## src/rtl/usb_tx_bitstuffer.sv

```systemverilog
// USB transmit serialiser: SYNC, LSB-first data with bit stuffing, then a 3-bit-time EOP request.
// Define USB_TX_CRC16_EN to build the optional CRC16 append for packets flagged with txCrc.
module usb_tx_bitstuffer #(
   parameter int unsigned GAP_BITS    = 2,
   parameter int unsigned STUFF_LIMIT = 6
) (
   input  logic       useClk,
   input  logic       rst,
   input  logic       bitStrobe,
   input  logic [7:0] txData,
   input  logic       txValid,
   input  logic       txLast,
   input  logic       txCrc,
   output logic       txReady,
   output logic       txBit,
   output logic       txOE,
   output logic       txEop,
   output logic       busy,
   output logic       txUnderrun
);

   localparam int unsigned       OnesW   = $clog2(STUFF_LIMIT + 1);
   localparam int unsigned       GapW    = (GAP_BITS > 0) ? $clog2(GAP_BITS + 1) : 1;
   localparam logic [OnesW-1:0] OnesMax = OnesW'(STUFF_LIMIT);
   localparam logic [GapW-1:0]  GapInit = GapW'(GAP_BITS);

   typedef enum logic [2:0] {
      StIdle,
      StSync,
      StData,
`ifdef USB_TX_CRC16_EN
      StCrc,
`endif
      StEop
   } state_e;

   state_e           state_q, state_d;
   logic             buf_full_q, buf_full_d;
   logic [7:0]       buf_data_q, buf_data_d;
   logic             buf_last_q, buf_last_d;
   logic [7:0]       shift_q, shift_d;
   logic             last_q, last_d;
   logic [3:0]       bit_cnt_q, bit_cnt_d;
   logic [OnesW-1:0] ones_q, ones_d;
   logic [GapW-1:0]  gap_q, gap_d;
   logic             bit_q, bit_d;
   logic             oe_q, oe_d;
   logic             eop_q, eop_d;
   logic             underrun_q, underrun_d;
   logic             load;
   logic             start;
   logic             stuff_now;
`ifdef USB_TX_CRC16_EN
   logic             buf_crc_q, buf_crc_d;
   logic             crc_en_q, crc_en_d;
   logic             first_q, first_d;
   logic [15:0]      crc_q, crc_d;
`else
   logic             unused_crc;
   assign unused_crc = txCrc;
`endif

   assign start     = buf_full_q && (gap_q == '0);
   assign stuff_now = (ones_q == OnesMax);

   always_ff @(posedge useClk or posedge rst) begin
      if (rst) begin
         state_q    <= StIdle;
         buf_full_q <= 1'b0;
         buf_data_q <= '0;
         buf_last_q <= 1'b0;
         shift_q    <= '0;
         last_q     <= 1'b0;
         bit_cnt_q  <= '0;
         ones_q     <= '0;
         gap_q      <= '0;
         bit_q      <= 1'b1;
         oe_q       <= 1'b0;
         eop_q      <= 1'b0;
         underrun_q <= 1'b0;
`ifdef USB_TX_CRC16_EN
         buf_crc_q  <= 1'b0;
         crc_en_q   <= 1'b0;
         first_q    <= 1'b0;
         crc_q      <= '1;
`endif
      end else begin
         state_q    <= state_d;
         buf_full_q <= buf_full_d;
         buf_data_q <= buf_data_d;
         buf_last_q <= buf_last_d;
         shift_q    <= shift_d;
         last_q     <= last_d;
         bit_cnt_q  <= bit_cnt_d;
         ones_q     <= ones_d;
         gap_q      <= gap_d;
         bit_q      <= bit_d;
         oe_q       <= oe_d;
         eop_q      <= eop_d;
         underrun_q <= underrun_d;
`ifdef USB_TX_CRC16_EN
         buf_crc_q  <= buf_crc_d;
         crc_en_q   <= crc_en_d;
         first_q    <= first_d;
         crc_q      <= crc_d;
`endif
      end
   end

   always_comb begin : next_state
      state_d    = state_q;
      buf_full_d = buf_full_q;
      buf_data_d = buf_data_q;
      buf_last_d = buf_last_q;
      shift_d    = shift_q;
      last_d     = last_q;
      bit_cnt_d  = bit_cnt_q;
      ones_d     = ones_q;
      gap_d      = gap_q;
      underrun_d = 1'b0;
      load       = 1'b0;
`ifdef USB_TX_CRC16_EN
      buf_crc_d  = buf_crc_q;
      crc_en_d   = crc_en_q;
      first_d    = first_q;
      crc_d      = crc_q;
`endif
      if (bitStrobe) begin
         unique case (state_q)
            StIdle: begin
               if (start) begin
                  load      = 1'b1;
                  state_d   = StSync;
                  bit_cnt_d = 4'd1;
                  ones_d    = '0;
`ifdef USB_TX_CRC16_EN
                  crc_en_d  = buf_crc_q;
                  first_d   = 1'b1;
                  crc_d     = '1;
`endif
               end else if (gap_q != '0) begin
                  gap_d = gap_q - GapW'(1);
               end
            end
            StSync: begin
               bit_cnt_d = bit_cnt_q + 4'd1;
               ones_d    = '0;
               if (bit_cnt_q == 4'd7) begin
                  ones_d    = OnesW'(1);
                  bit_cnt_d = '0;
                  state_d   = StData;
               end
            end
            StData: begin
               if (stuff_now) begin
                  ones_d = '0;
               end else begin
                  ones_d    = shift_q[0] ? ones_q + OnesW'(1) : '0;
                  shift_d   = {1'b0, shift_q[7:1]};
                  bit_cnt_d = bit_cnt_q + 4'd1;
`ifdef USB_TX_CRC16_EN
                  // The PID byte is excluded from the CRC.
                  if (crc_en_q && !first_q) begin
                     crc_d = {1'b0, crc_q[15:1]} ^ ((shift_q[0] ^ crc_q[0]) ? 16'hA001 : 16'h0000);
                  end
`endif
                  if (bit_cnt_q == 4'd7) begin
                     bit_cnt_d = '0;
                     if (last_q) begin
`ifdef USB_TX_CRC16_EN
                        state_d = crc_en_q ? StCrc : StEop;
`else
                        state_d = StEop;
`endif
                     end else if (buf_full_q) begin
                        load = 1'b1;
`ifdef USB_TX_CRC16_EN
                        first_d = 1'b0;
`endif
                     end else begin
                        // Underrun: abort straight to EOP, no trailing stuff bit.
                        underrun_d = 1'b1;
                        ones_d     = '0;
                        state_d    = StEop;
                     end
                  end
               end
            end
`ifdef USB_TX_CRC16_EN
            StCrc: begin
               if (stuff_now) begin
                  ones_d = '0;
               end else begin
                  ones_d = crc_q[0] ? '0 : ones_q + OnesW'(1);
                  crc_d  = {1'b1, crc_q[15:1]};
                  if (bit_cnt_q == 4'd15) begin
                     bit_cnt_d = '0;
                     state_d   = StEop;
                  end else begin
                     bit_cnt_d = bit_cnt_q + 4'd1;
                  end
               end
            end
`endif
            StEop: begin
               if (bit_cnt_q == '0 && stuff_now) begin
                  ones_d = '0;
               end else if (bit_cnt_q == 4'd2) begin
                  state_d   = StIdle;
                  bit_cnt_d = '0;
                  ones_d    = '0;
                  gap_d     = GapInit;
               end else begin
                  bit_cnt_d = bit_cnt_q + 4'd1;
               end
            end
            default: state_d = StIdle;
         endcase
      end
      if (load) begin
         shift_d    = buf_data_q;
         last_d     = buf_last_q;
         buf_full_d = 1'b0;
      end else if (txValid && !buf_full_q) begin
         buf_full_d = 1'b1;
         buf_data_d = txData;
         buf_last_d = txLast;
`ifdef USB_TX_CRC16_EN
         buf_crc_d  = txCrc;
`endif
      end
   end

   always_comb begin : line_next
      bit_d = bit_q;
      oe_d  = oe_q;
      eop_d = eop_q;
      if (bitStrobe) begin
         oe_d  = 1'b1;
         eop_d = 1'b0;
         unique case (state_q)
            StIdle: begin
               bit_d = ~start;
               oe_d  = start;
            end
            StSync: bit_d = (bit_cnt_q == 4'd7);
            StData: bit_d = ~stuff_now & shift_q[0];
`ifdef USB_TX_CRC16_EN
            StCrc:  bit_d = ~stuff_now & ~crc_q[0];
`endif
            StEop: begin
               if (bit_cnt_q == '0 && stuff_now) begin
                  bit_d = 1'b0;
               end else begin
                  bit_d = 1'b1;
                  eop_d = 1'b1;
               end
            end
            default: begin
               bit_d = 1'b1;
               oe_d  = 1'b0;
            end
         endcase
      end
   end

   assign txReady    = ~buf_full_q;
   assign txBit      = bit_q;
   assign txOE       = oe_q;
   assign txEop      = eop_q;
   assign txUnderrun = underrun_q;
   assign busy       = (state_q != StIdle) || (gap_q != '0);

endmodule

```

## config.mk

```make
export PLATFORM = sky130hd
export DESIGN_NAME = usb_tx_bitstuffer
export DESIGN_NICKNAME = d
export VERILOG_FILES = /design/src/rtl/usb_tx_bitstuffer.sv
export SDC_FILE = /design/constraint.sdc
export NUM_CORES = 1
export LEC_CHECK = 0
export ABC_AREA = 1
export BUFFER_PORTS_ARGS = -buffer_cell sky130_fd_sc_hd__buf_2
export CAP_MARGIN = 20
export CORE_AREA = 2 2 79 58
export DETAILED_ROUTE_END_ITERATION = 7
export DIE_AREA = 0 0 81 60
export PLACE_DENSITY = 0.76
export SKIP_CTS_REPAIR_TIMING = 1
export SLEW_MARGIN = 20
export SYNTH_ARGS = -nofsm -noshare
export SYNTH_HDL_FRONTEND = slang
export SYNTH_SLANG_ARGS = --single-unit
export TNS_END_PERCENT = 30
```

## constraint.sdc

```tcl
create_clock -name useClk -period 3.8 [get_ports useClk]
set_input_delay 0.57 -clock useClk [delete_from_list [all_inputs] [get_ports useClk]]
set_output_delay 0.57 -clock useClk [all_outputs]
set_load 0.02 [all_outputs]
```

Yosys cells after proc, flatten, opt, wreduce, memory -nomap -nowiden
Index checks and enable logic that the tools add are counted.
W data, S select, Z words.
Storage, ports and cells
  bits of input ports: 14
  output and inout bits: 6
  logic and storage cells: 112
  register bits: 35
Operators by class
  bitwise gates (word level): 5
  mux-type cells: 52
  reduce and logical (&&, ||, !) cells: 22
  add/sub/neg operators: 3
  eq/ne operators: 17
Operators with widths (count)
  $mux W3: 15
  $mux W8: 4
  $pmux W3 S4: 2
  $mux W4: 5
  $ne A2 B2 Y1 const B: 9
  $mux W1: 17
  $pmux W4 S4: 1
  $reduce_bool A2 Y1: 5
  $mux W2: 4
  $reduce_and A8 Y1: 1
  $eq A3 B2 Y1 const B: 2
  $ne A3 B3 Y1 const B: 2
  $reduce_and A6 Y1: 1
  $reduce_and A5 Y1: 1
  $add A4 B1 Y4 const B: 1
  $eq A4 B2 Y1 const B: 1
  $eq A4 B3 Y1 const B: 1
  $logic_not A4 Y1: 1
  $not A1 Y1: 4
  $pmux W1 S2: 2
  $pmux W1 S4: 1
  $pmux W2 S2: 1
  $reduce_and A4 Y1: 1
  $reduce_bool A4 Y1: 1
  14 further kinds: 16

Longest topological paths before layout
Gate-level depths: netlist (run 1).
  word-level depth: 8
  gate-level depth with buffers: 12
  gate-level depth less buffers: 11

Least setup slack after synthesis (run 1)
Ideal clock, no wire load.
  path kind: flip-flop to flip-flop
  from: register state_q[0]
  to: register shift_q[0]
  slack: 2.263 ns
  required time: 3.678 ns
  library setup time: 0.122 ns
  path buffers: 2
  stages on the path, launching flop included: 12
  data arrival time: 1.416 ns
  clock period less this slack: 1.537 ns
  cell sequence: dfrtp_1 -> inv_1 -> ha_1 -> buf_4 -> nand2_1 -> nor2_1 -> nand3_2 -> nand2_4 -> nand2_4 -> buf_6 -> nand2_2 -> nand3_2
Between the ends
  longest elaborated chain between the ends: 5
  elaborated cells between the ends (all ways): 9
  those cells by class: 2 x eq/ne; 3 x mux; 4 x reduce/logical
Ends and longest elaborated chain
  start: declaration: RTL line 37  | state_e state_q, state_d;
  start signal: assignment: RTL line 68  | state_q <= StIdle;
  start signal: assignment: RTL line 88  | state_q <= state_d;
  $eq A3 B2 Y1 or $logic_not A3 Y1 (tied branches): RTL line 129  | unique case (state_q)
  $pmux W1 S2: RTL line 129
  $mux W1: RTL line 128  | if (bitStrobe) begin
  $ne A2 B2 Y1 (no line) or $reduce_bool A2 Y1 (tied branches)
  $reduce_and A3 Y1 (no line)
  end signal: assignment: RTL line 92  | shift_q <= shift_d;
  end: declaration: RTL line 41  | logic [7:0] shift_q, shift_d;
Several ways; a longest one is shown, not always the timed one.
A chain may end at the register's enable or synchronous reset.

Worst setup path in the final report (run 1)
  from: register state_q[0]
  to: output port busy
Between the ends
  longest elaborated chain between the ends: 2
Ends and longest elaborated chain
  $reduce_bool A3 Y1: RTL line 272  | assign busy = (state_q != StIdle) || (gap_q != '0);
  $logic_or A1 B1 Y1: RTL line 272
  end: declaration: RTL line 18  | output logic busy,
No other way between the ends.

==> flow_metrics.env, run 1 <==
export IMPL_dpl_instance_area_mm2=0.00212
export IMPL_syn2layout_area_growth_pct=13.4
export IMPL_gp_congestion=0.899
export IMPL_syn_nets=273
export IMPL_hold_violations=0
export IMPL_p_total_mw=1.75
export IMPL_postRouteAntennaNets=0
export IMPL_grt_max_degree=35
export IMPL_fillers=405
export IMPL_multi_input_area_um2=976
export IMPL_period_needed_ps=1960
export IMPL_fin_skew_ps=3.18
export IMPL_yosys_area_top_type="dfrtp_1"
export IMPL_cp_required_ps=3230
export IMPL_ys_top_cells_by_area="dfrtp_1, nand2_1, nand3_1"
export IMPL_drc=0
export IMPL_synth_cells=248
export IMPL_setup_tns_ps=0
export IMPL_ff2ff_path_depth=9
export IMPL_grt_use_total_pct=19.6
export IMPL_critPathTopFamily="flip-flops"
export IMPL_rsz0062_at_grt="false"
export IMPL_cts_buffers=5
export IMPL_coreArea_mm2=0.00415
export IMPL_grt_pass1_wl_um=7010
export IMPL_start_util_pct=47.9
export IMPL_clock_latency_ps=290
export IMPL_dpl_worst_slack_ps=2030
export IMPL_finalCritPeriodShare_pct=51.6
export IMPL_synth_edf_count=0
export IMPL_slew_viol_final=0
export IMPL_final_nets=293
export IMPL_synth_top_area_share_pct=41.5
export IMPL_r2r_end="shift_q[1]"
export IMPL_ys_seq_area_share_pct=42.8
export IMPL_die_area_mm2=0.00486
export IMPL_cts_buffer_depth=2
export IMPL_antenna_found_initial=0
export IMPL_hpwl_um=2950
export IMPL_stdcell_count=324
export IMPL_final_core_util_pct=54.3
export IMPL_async_reset_ff_share_pct=100
export IMPL_power_leakage_nw=1.21
export IMPL_synth_seq_cells=34
export IMPL_final_area_mm2=0.00226
export IMPL_grt_overflow_total=0
export IMPL_cp_end_kind="output pin"
export IMPL_cap_violations=0
export IMPL_pwr_density_cell_mw_per_mm2=776
export IMPL_cp_buffers_inverters=2
export IMPL_synth_ff_type="dfrtp_1"
export IMPL_dp_cells=316
export IMPL_worst_hold_path_type="primary input to asynchronous set/reset pin"
export IMPL_viasPerCell=5.03
export IMPL_cts_sinks=34
export IMPL_synth_most_common_cell="nand2_1"
export IMPL_post_drt_wl_per_cell_um=12.7
export IMPL_setup_slack_ps=1840
export IMPL_worstSetupPathType="register to output pin"
export IMPL_num_rows=20
export IMPL_status="complete, no violations"
export IMPL_drt_first_pass_iters=4
export IMPL_routed_wl_um=4110
export IMPL_vias=1630
export IMPL_tightest_slew_ps=468
export IMPL_clk_pin_slew_worst_paths_ps=70
export IMPL_drive_gt1_share_pct=19.7
export IMPL_diodes=0
export IMPL_crit_path_start_kind="register"
export IMPL_avgSynthCellArea_um2=8.02
export IMPL_setup_viol=0
export IMPL_register_area_um2=852
export IMPL_syn_cell_area_mm2=0.00199
export IMPL_arrival_ps=1390
export IMPL_num_io_pins=20
export IMPL_slew_headroom_pct=68.7
export IMPL_r2r_slack_ps=1990
export IMPL_fmax_ghz=0.510
export IMPL_cts_max_level=2
export IMPL_dieWidth_um=81
export IMPL_r2r_start="state_q[0]"
export IMPL_io_buffer_count=18
export IMPL_critPathSlowestCell="dfrtp_1"
export IMPL_cts_tree="done"
export IMPL_grt_pass1_vias=1480
export IMPL_root_buffer="clkbuf_8"
export IMPL_drt_initial_drc_count=128
export IMPL_ys_warn_count=0
export IMPL_critPathMaxStageDelay_ps=430
export IMPL_die_h_um=60
export IMPL_synthTopCellsByCount="nand2_1, dfrtp_1, inv_1"
export IMPL_cp_max_fo=6
export IMPL_ys_types=26
export IMPL_hold_ws_ps=353
export IMPL_path_cells="inv_1 -> ha_1 -> nand2_1 -> buf_2"
export IMPL_worst_ir_drop_vdd_mv=0.366
cell usage in the layout (no fill, tap or decap), drive strengths merged, types with 4 or more instances in the layout:
cell type	instances
nand2	73
nand3	35
inv	33
dfrtp	33
nor2	26
buf	19
ha	11
o21ai	9
mux2	6
nand4	5
clkbuf	5
a21oi	4
state kept, by name (all words and copies together) (netlist names):
name	cells
buf_data_q	8
shift_q	8
bit_cnt_q	4
ones_q	3
gap_q	2
state_q	2
buf_full_q	1
buf_last_q	1
last_q	1
txBit	1
txEop	1
txOE	1
txUnderrun	1
worst max path at each step:
stage,startpoint,depth (start not counted),slack (ps),end
after global placement,bitStrobe,6,2090,shift_q[1]
final,state_q[0],4,1840,busy
after global routing,state_q[0],4,1730,busy
after floorplan,state_q[0],11,2260,shift_q[0]
after detailed placement,state_q[0],9,2030,shift_q[1]
after CTS,state_q[0],4,1850,busy
worst min-delay path, stage by stage:
cell,delay (ps)
buf_2,90
inv_1,40
buf_4,370
cell type report:
type	count	area share (%)
multi-input cells	175	43.3
flip-flops and latches	34	37.8
inverters	33	5.49
repair buffers	19	4.33
clock buffers	5	3.05
clock inverters	3	3.05
well taps	55	3.05
report_power, final:
group | leakage, nW | switching, mW | internal [mW] | total [mW]
clock network | 0.0683 | 0.140 | 0.263 | 0.403
logic | 0.722 | 0.471 | 0.263 | 0.733
registers | 0.419 | 0.0999 | 0.515 | 0.615
total | 1.21 | 0.711 | 1.04 | 1.75
per-layer routing:
| layer | part of all wire, % | GRT usage, % |
|---|---|---|
| met1 | 49 | 29.1 |
| met2 | 43 | 27.4 |
| met3 | 6.2 | 4.08 |
| met4 | 1.8 | 8.72 |
| met5 | 0 | 0 |
logic make-up (layout without fill, tap and decap cells):
group	after synthesis	count (layout)	synth area share (%)
xor+xnor	2	2	0.881
flops	34	34	42.8
mux	6	6	3.40
compound gates	16	16	4.65
fa+ha+maj	11	11	6.92
simple gates	140	140	33.2
buf+inv	39	60	8.11
(Power assumes the default switching activity.)
==> run 2: changes to the inputs <==
ABC_AREA = 0   (was 1)
CORE_AREA = 2 2 76 56   (was 2 2 79 58)
DIE_AREA = 0 0 78 58   (was 0 0 81 60)
clock period = 1.86 ns   (was 3.8 ns; I/O delays follow)
==> run 2 against run 1 <==
  * The run now ends with negative setup slack left
  * Clock skew grew 3.6 ps
  * Combinational power rose to 2.6 times the previous value
  * Final area increased by 6.3%
  * Via count is 12% lower
  * Non-clock buffer count grew 29
  * Clock-buffer cell count stayed put
  * Final cell count down 15%
  * Critical endpoint is now bit_cnt_q[2]
==> flow_metrics.env, run 2 <==
export IMPL_setup_viol=15
export IMPL_reg_largest_list="buf_data_q (8), shift_q (8), bit_cnt_q (4)"
export IMPL_cp_required_ps=2040
export IMPL_ys_top_cells_by_area="dfrtp_1, ha_1, mux2_2"
export IMPL_async_reset_ff_share_pct=100
export IMPL_hold_ws_ps=67.7
export IMPL_vias=1436
export IMPL_final_nets=247
export IMPL_drc=0
export IMPL_worst_ir_drop_vdd_mv=1.11
export IMPL_synth_cells=172
export IMPL_mostFrequentLayoutCells="dfrtp_1, buf_4, nand2_1, buf_2, mux2_2"
export IMPL_viasPerCell=5.22
export IMPL_setup_tns_ps=-1250
export IMPL_crit_path_start_kind="register"
export IMPL_slew_viol_final=0
export IMPL_yosys_area_top_type="dfrtp_1"
export IMPL_ys_warn_count=0
export IMPL_dpl_instance_area_mm2=0.00219
export IMPL_io_buffer_count=18
export IMPL_die_area_mm2=0.00452
export IMPL_ys_seq_area_share_pct=46.9
export IMPL_grt_use_total_pct=19.6
export IMPL_pwr_density_cell_mw_per_mm2=1670
export IMPL_cp_max_fo=5
export IMPL_cts_max_level=2
export IMPL_grt_pass1_vias=1416
export IMPL_post_drt_wl_per_cell_um=14.2
export IMPL_coreArea_mm2=0.00380
export IMPL_cts_buffer_depth=2
export IMPL_diodes=0
export IMPL_drt_first_pass_iters=5
export IMPL_synth_edf_count=0
export IMPL_cts_buffers=5
export IMPL_worstSetupPathType="register to register"
export IMPL_period_needed_ps=2000
export IMPL_status="finished, violations left"
export IMPL_worst_hold_path_type="primary input to asynchronous set/reset pin"
export IMPL_arrival_ps=2180
export IMPL_synth_top_area_share_pct=45.5
export IMPL_antenna_found_initial=0
export IMPL_ys_types=43
export IMPL_fin_skew_ps=6.79
export IMPL_grt_overflow_total=0
export IMPL_fmax_ghz=0.500
export IMPL_num_io_pins=20
export IMPL_tightest_slew_ps=457
export IMPL_die_h_um=58
export IMPL_grt_max_degree=35
export IMPL_violations="negative setup slack"
export IMPL_routed_wl_um=3900
export IMPL_syn_nets=197
export IMPL_num_rows=19
export IMPL_postRouteAntennaNets=0
export IMPL_synthTopCellsByCount="dfrtp_1, nand2_1, o21ai_0"
export IMPL_root_buffer="clkbuf_8"
export IMPL_synth_most_common_cell="dfrtp_1"
export IMPL_avgSynthCellArea_um2=10.6
export IMPL_gp_congestion=0.895
export IMPL_start_util_pct=47.8
export IMPL_syn_cell_area_mm2=0.00182
export IMPL_clk_pin_slew_worst_paths_ps=70
export IMPL_drive_gt1_share_pct=41.3
export IMPL_slew_headroom_pct=69.5
export IMPL_cap_violations=0
export IMPL_grt_pass1_wl_um=6680
export IMPL_cts_tree="done"
export IMPL_final_common_cell="dfrtp_1"
export IMPL_finalCritPeriodShare_pct=108
export IMPL_power_leakage_nw=1.15
export IMPL_p_total_mw=4.00
export IMPL_setup_slack_ps=-141
export IMPL_synth_ff_type="dfrtp_1"
export IMPL_drt_initial_drc_count=87
export IMPL_dpl_worst_slack_ps=-127
export IMPL_hold_violations=0
export IMPL_cts_sinks=34
export IMPL_hpwl_um=2750
export IMPL_dieWidth_um=78
export IMPL_final_area_mm2=0.00240
export IMPL_clock_latency_ps=300
export IMPL_rsz0062_at_grt="true"
export IMPL_cp_end_kind="register"
export IMPL_synth_seq_cells=34
export IMPL_syn2layout_area_growth_pct=32.0
-- run 2: cell types whose count changed in the layout (fill, tap and decap cells not counted), sizes merged, moves of 3 or more --
cell / delta
buf: +29
inv: -23
mux2: +7
mux2i: +8
nand2: -53
nand3: -29
nand4: -5
nor2: -16
o21ai: +5
or3b: +3
-- run 2: final cells by class --
type	instances	area, um2
fillers	310	1410
multi-input cells	123	973
flip-flops and latches	34	853
repair buffers	48	330
clock buffers	5	68.8
clock inverters	3	68.8
well taps	52	65.1
inverters	10	37.5
-- run 2: final timing paths --
check                              start             to  slack (ps)  cells past startpoint
hold reg to reg            buf_data_q[6]     shift_q[6]         490                      2
min in group useClk            txData[5]  buf_data_q[5]         210                      2
setup / recovery              state_q[1]   bit_cnt_q[2]        -140                      8
setup reg to reg              state_q[1]   bit_cnt_q[2]        -140                      8
max in group asynchronous            rst          txBit        1460                      3
hold / removal                       rst      ones_q[1]          70                      3
-- run 2: power by group --
| group | leakage, nW | switching, mW | internal, mW |
|---|---|---|---|
| Combinational | 0.659 | 0.932 | 0.975 |
| Clock | 0.0683 | 0.297 | 0.537 |
| Sequential | 0.426 | 0.208 | 1.05 |
| Total | 1.15 | 1.44 | 2.56 |
-- run 2: worst max-delay path: stages (launching register included) --
cell and delay (ps):
dfrtp_2 440, buf_6 130, ha_4 150, buf_6 120
or4_4 420, nand3_4 100, a221o_1 230, nor4_1 80
a211o_1 220
-- run 2: kinds of logic (layout without fill, tap and decap cells) --
logic type	count (synthesis)	count (layout)	share of synthesized area (%)
multiplexers	21	21	12.7
AO/OA/AOI/OAI	37	37	14.3
adder cells (fa/ha/maj)	11	11	7.58
AND/OR/NAND/NOR	54	54	15.1
buffers and inverters	15	66	3.51
flip-flops	34	34	46.9
-- run 2: per-layer routing --
layer | GRT usage, % | vias to the layer above | share of wire, % | wire length, um
met5 | 0 | - | 0 | 0
met4 | 6.77 | 0 | 2.3 | 88
met3 | 4.67 | 13 | 3.5 | 138
met2 | 28.4 | 25 | 43 | 1670
met1 | 29.2 | 690 | 52 | 2010
li1 | - | 708 | - | -
-- run 2: per-stage QoR --
stage          utilization (%)  cells
2_1_floorplan                -    172
3_3_place_gp              57.6    267
3_5_place_dp              57.6    267
4_1_cts                   61.2    275
5_1_grt                   63.0    275
6_report                  63.0    275
==> run 3: changes to the inputs <==
CELL_PAD_IN_SITES_DETAIL_PLACEMENT = 0   (was unset)
CELL_PAD_IN_SITES_GLOBAL_PLACEMENT = 1   (was unset)
CORE_AREA = 2 2 52 90   (was 2 2 76 56)
DIE_AREA = 0 0 54 92   (was 0 0 78 58)
PLACE_DENSITY = 0.82   (was 0.76)
==> run 3 against run 2 <==
  * The run still ends with negative setup slack left
  * Combinational power shrank 5%
  * Largest power group unchanged
  * Worst setup slack improved by 43 ps
  * Clock-buffer cell count is 1 higher
  * Critical path depth fell by 2
  * Clock skew about the same
  * Fmax is 2.2% higher
  * Global-route usage fell by 1.3 points
  * Hold slack improved by 7.5 ps
  * Sequential power hardly changed
  * First-iteration DRC count shrank 62%
  * Non-clock buffer count grew 1
  * Core utilization is 9.1 points lower
==> flow_metrics.env, run 3 (synthesis results as in run 2) <==
export IMPL_status="finished, violations left"
export IMPL_violations="negative setup slack"
export IMPL_coreArea_mm2=0.00432
export IMPL_finalCritPeriodShare_pct=105
export IMPL_grt_pass1_vias=1492
export IMPL_dpl_instance_area_mm2=0.00219
export IMPL_p_comb_share_pct=49.6
export IMPL_vias=1434
export IMPL_setup_viol=15
export IMPL_root_buffer="clkbuf_8"
export IMPL_diodes=0
export IMPL_start_util_pct=42.0
export IMPL_dp_cells=266
export IMPL_worst_ir_drop_vdd_mv=0.896
export IMPL_die_h_um=92
export IMPL_cts_tree="done"
export IMPL_hpwl_um=3050
export IMPL_drt_initial_drc_count=33
export IMPL_ff2ff_path_depth=6
export IMPL_mostFrequentLayoutCells="dfrtp_1, buf_4, nand2_1"
export IMPL_critPathSlowestCell="or3b_4"
export IMPL_clk_pin_slew_worst_paths_ps=80
export IMPL_critPathTopFamily="compound AO/OA/AOI/OAI gates"
export IMPL_power_internal_mw=2.28
export IMPL_cap_violations=0
export IMPL_cts_buffers=5
export IMPL_cp_buffers_inverters=1
export IMPL_drt_first_pass_iters=4
export IMPL_final_common_cell="dfrtp_1"
export IMPL_seqPwrFrac_pct=33.9
export IMPL_post_drt_wl_per_cell_um=14.3
export IMPL_final_nets=248
export IMPL_hold_ws_ps=75.1
export IMPL_r2r_slack_ps=-100
export IMPL_die_area_mm2=0.00497
export IMPL_grt_overflow_total=0
export IMPL_postRouteAntennaNets=0
export IMPL_worstSetupPathType="register to register"
export IMPL_worst_hold_path_type="primary input to asynchronous set/reset pin"
export IMPL_drive_gt1_share_pct=38.8
export IMPL_power_leakage_nw=1.13
export IMPL_crit_path_start_kind="register"
export IMPL_rsz0062_at_grt="true"
export IMPL_cts_sinks=34
export IMPL_antenna_found_initial=0
export IMPL_fin_skew_ps=6.74
export IMPL_r2r_start="state_q[1]"
export IMPL_cts_max_level=2
export IMPL_gp_congestion=0.878
export IMPL_cp_max_fo=4
export IMPL_cp_end_kind="register"
export IMPL_r2r_end="last_q"
export IMPL_switching_share_pct=37.7
export IMPL_num_rows=32
export IMPL_viasPerCell=5.21
export IMPL_pwr_density_cell_mw_per_mm2=1570
export IMPL_slew_viol_final=0
export IMPL_stdcell_count=275
export IMPL_arrival_ps=2130
export IMPL_reg_largest_list="buf_data_q (8), shift_q (8), bit_cnt_q (4)"
export IMPL_final_area_mm2=0.00233
export IMPL_io_buffer_count=18
export IMPL_clock_latency_ps=290
export IMPL_routed_wl_um=3940
export IMPL_fmax_ghz=0.511
export IMPL_tightest_slew_ps=461
export IMPL_path_cells="buf_4 -> ha_4 -> a21boi_4 -> or3b_4 -> a211oi_4 -> mux2_4"
export IMPL_syn2layout_area_growth_pct=28.4
export IMPL_drc=0
export IMPL_grt_use_total_pct=18.4
export IMPL_cts_buffer_depth=2
export IMPL_fillers=431
export IMPL_grt_pass1_wl_um=6640
export IMPL_switchingPower_mw=1.38
export IMPL_num_io_pins=20
export IMPL_dieWidth_um=54
export IMPL_clkPwrFrac_pct=16.4
export IMPL_hold_violations=0
export IMPL_setup_slack_ps=-97.7
export IMPL_slew_headroom_pct=69.2
export IMPL_critPathMaxStageDelay_ps=420
export IMPL_grt_max_degree=35
export IMPL_period_needed_ps=1960
export IMPL_cp_required_ps=2030
run 3: cell count changes in the layout (fill, tap and decap cells not counted), moves of 2 or more:
cell       before  now
buf_4          26   29
o21ai_1         6    8
bufinv_16       2    0
buf_6           4    2
run 3: layout make-up:
class	count	area, um2	area share, %
tap	51	63.8	2.74
inverter	10	37.5	1.61
clock buffer	6	82.6	3.54
multi-input combinational	123	950	40.7
timing repair buffer	49	330	14.2
clock inverter	2	16.3	0.697
sequential	34	852	36.5
run 3: worst max-delay path by stage:
stage               cells past startpoint         start  slack (ps)           end
finish                                  6    state_q[1]        -100        last_q
floorplan                               6    state_q[0]        -150        last_q
global route                            8  bit_cnt_q[0]        -160  bit_cnt_q[3]
CTS                                     8    state_q[1]        -160  bit_cnt_q[3]
detailed placement                      8    state_q[1]        -130  bit_cnt_q[3]
global placement                        6  bit_cnt_q[0]        -120    state_q[1]
run 3: metrics by stage:
| stage | power, mW | setup TNS, ps | utilization [%] | worst slack, ps |
|---|---|---|---|---|
| after global placement | 2.94 | -1030 | 50.6 | -117 |
| after CTS | 3.61 | -2210 | 52.9 | -160 |
| after detailed placement | 2.99 | -1700 | 50.6 | -129 |
| final | 3.67 | -807 | 53.9 | -97.7 |
| after floorplan | 2.30 | -740 | - | -147 |
| after global routing | 3.96 | -2010 | 53.9 | -163 |
run 3: routing by layer:
layer | part of all wire [%] | routed length (um) | track usage (%) | vias to the layer above
met1 | 36 | 1400 | 19.2 | 674
met3 | 3.6 | 142 | 3.42 | 15
li1 | - | - | - | 709
met2 | 57 | 2240 | 32.3 | 36
met5 | 0 | 0 | 0 | -
met4 | 3.9 | 153 | 10.2 | 0
run 3: worst reg2reg max path: cells and delay by family, from the launching register on:
kind / cells / cell delay [ps]
muxes: 1 / 320
DFF: 1 / 400
buffers and inverters: 1 / 150
adders and majority gates: 1 / 130
AOI/OAI and AO/OA: 2 / 430
and+or+nand+nor: 1 / 420
run 3: power by group through the flow:
stage / Clock (mW) / Sequential (mW) / Combinational, mW
3_5_place_dp: 0 / 1.27 / 1.73
6_report: 0.602 / 1.24 / 1.82
5_1_grt: 0.654 / 1.29 / 2.02
3_3_place_gp: 0 / 1.25 / 1.68
2_1_floorplan: 0 / 1.26 / 1.04
4_1_cts: 0.622 / 1.25 / 1.73
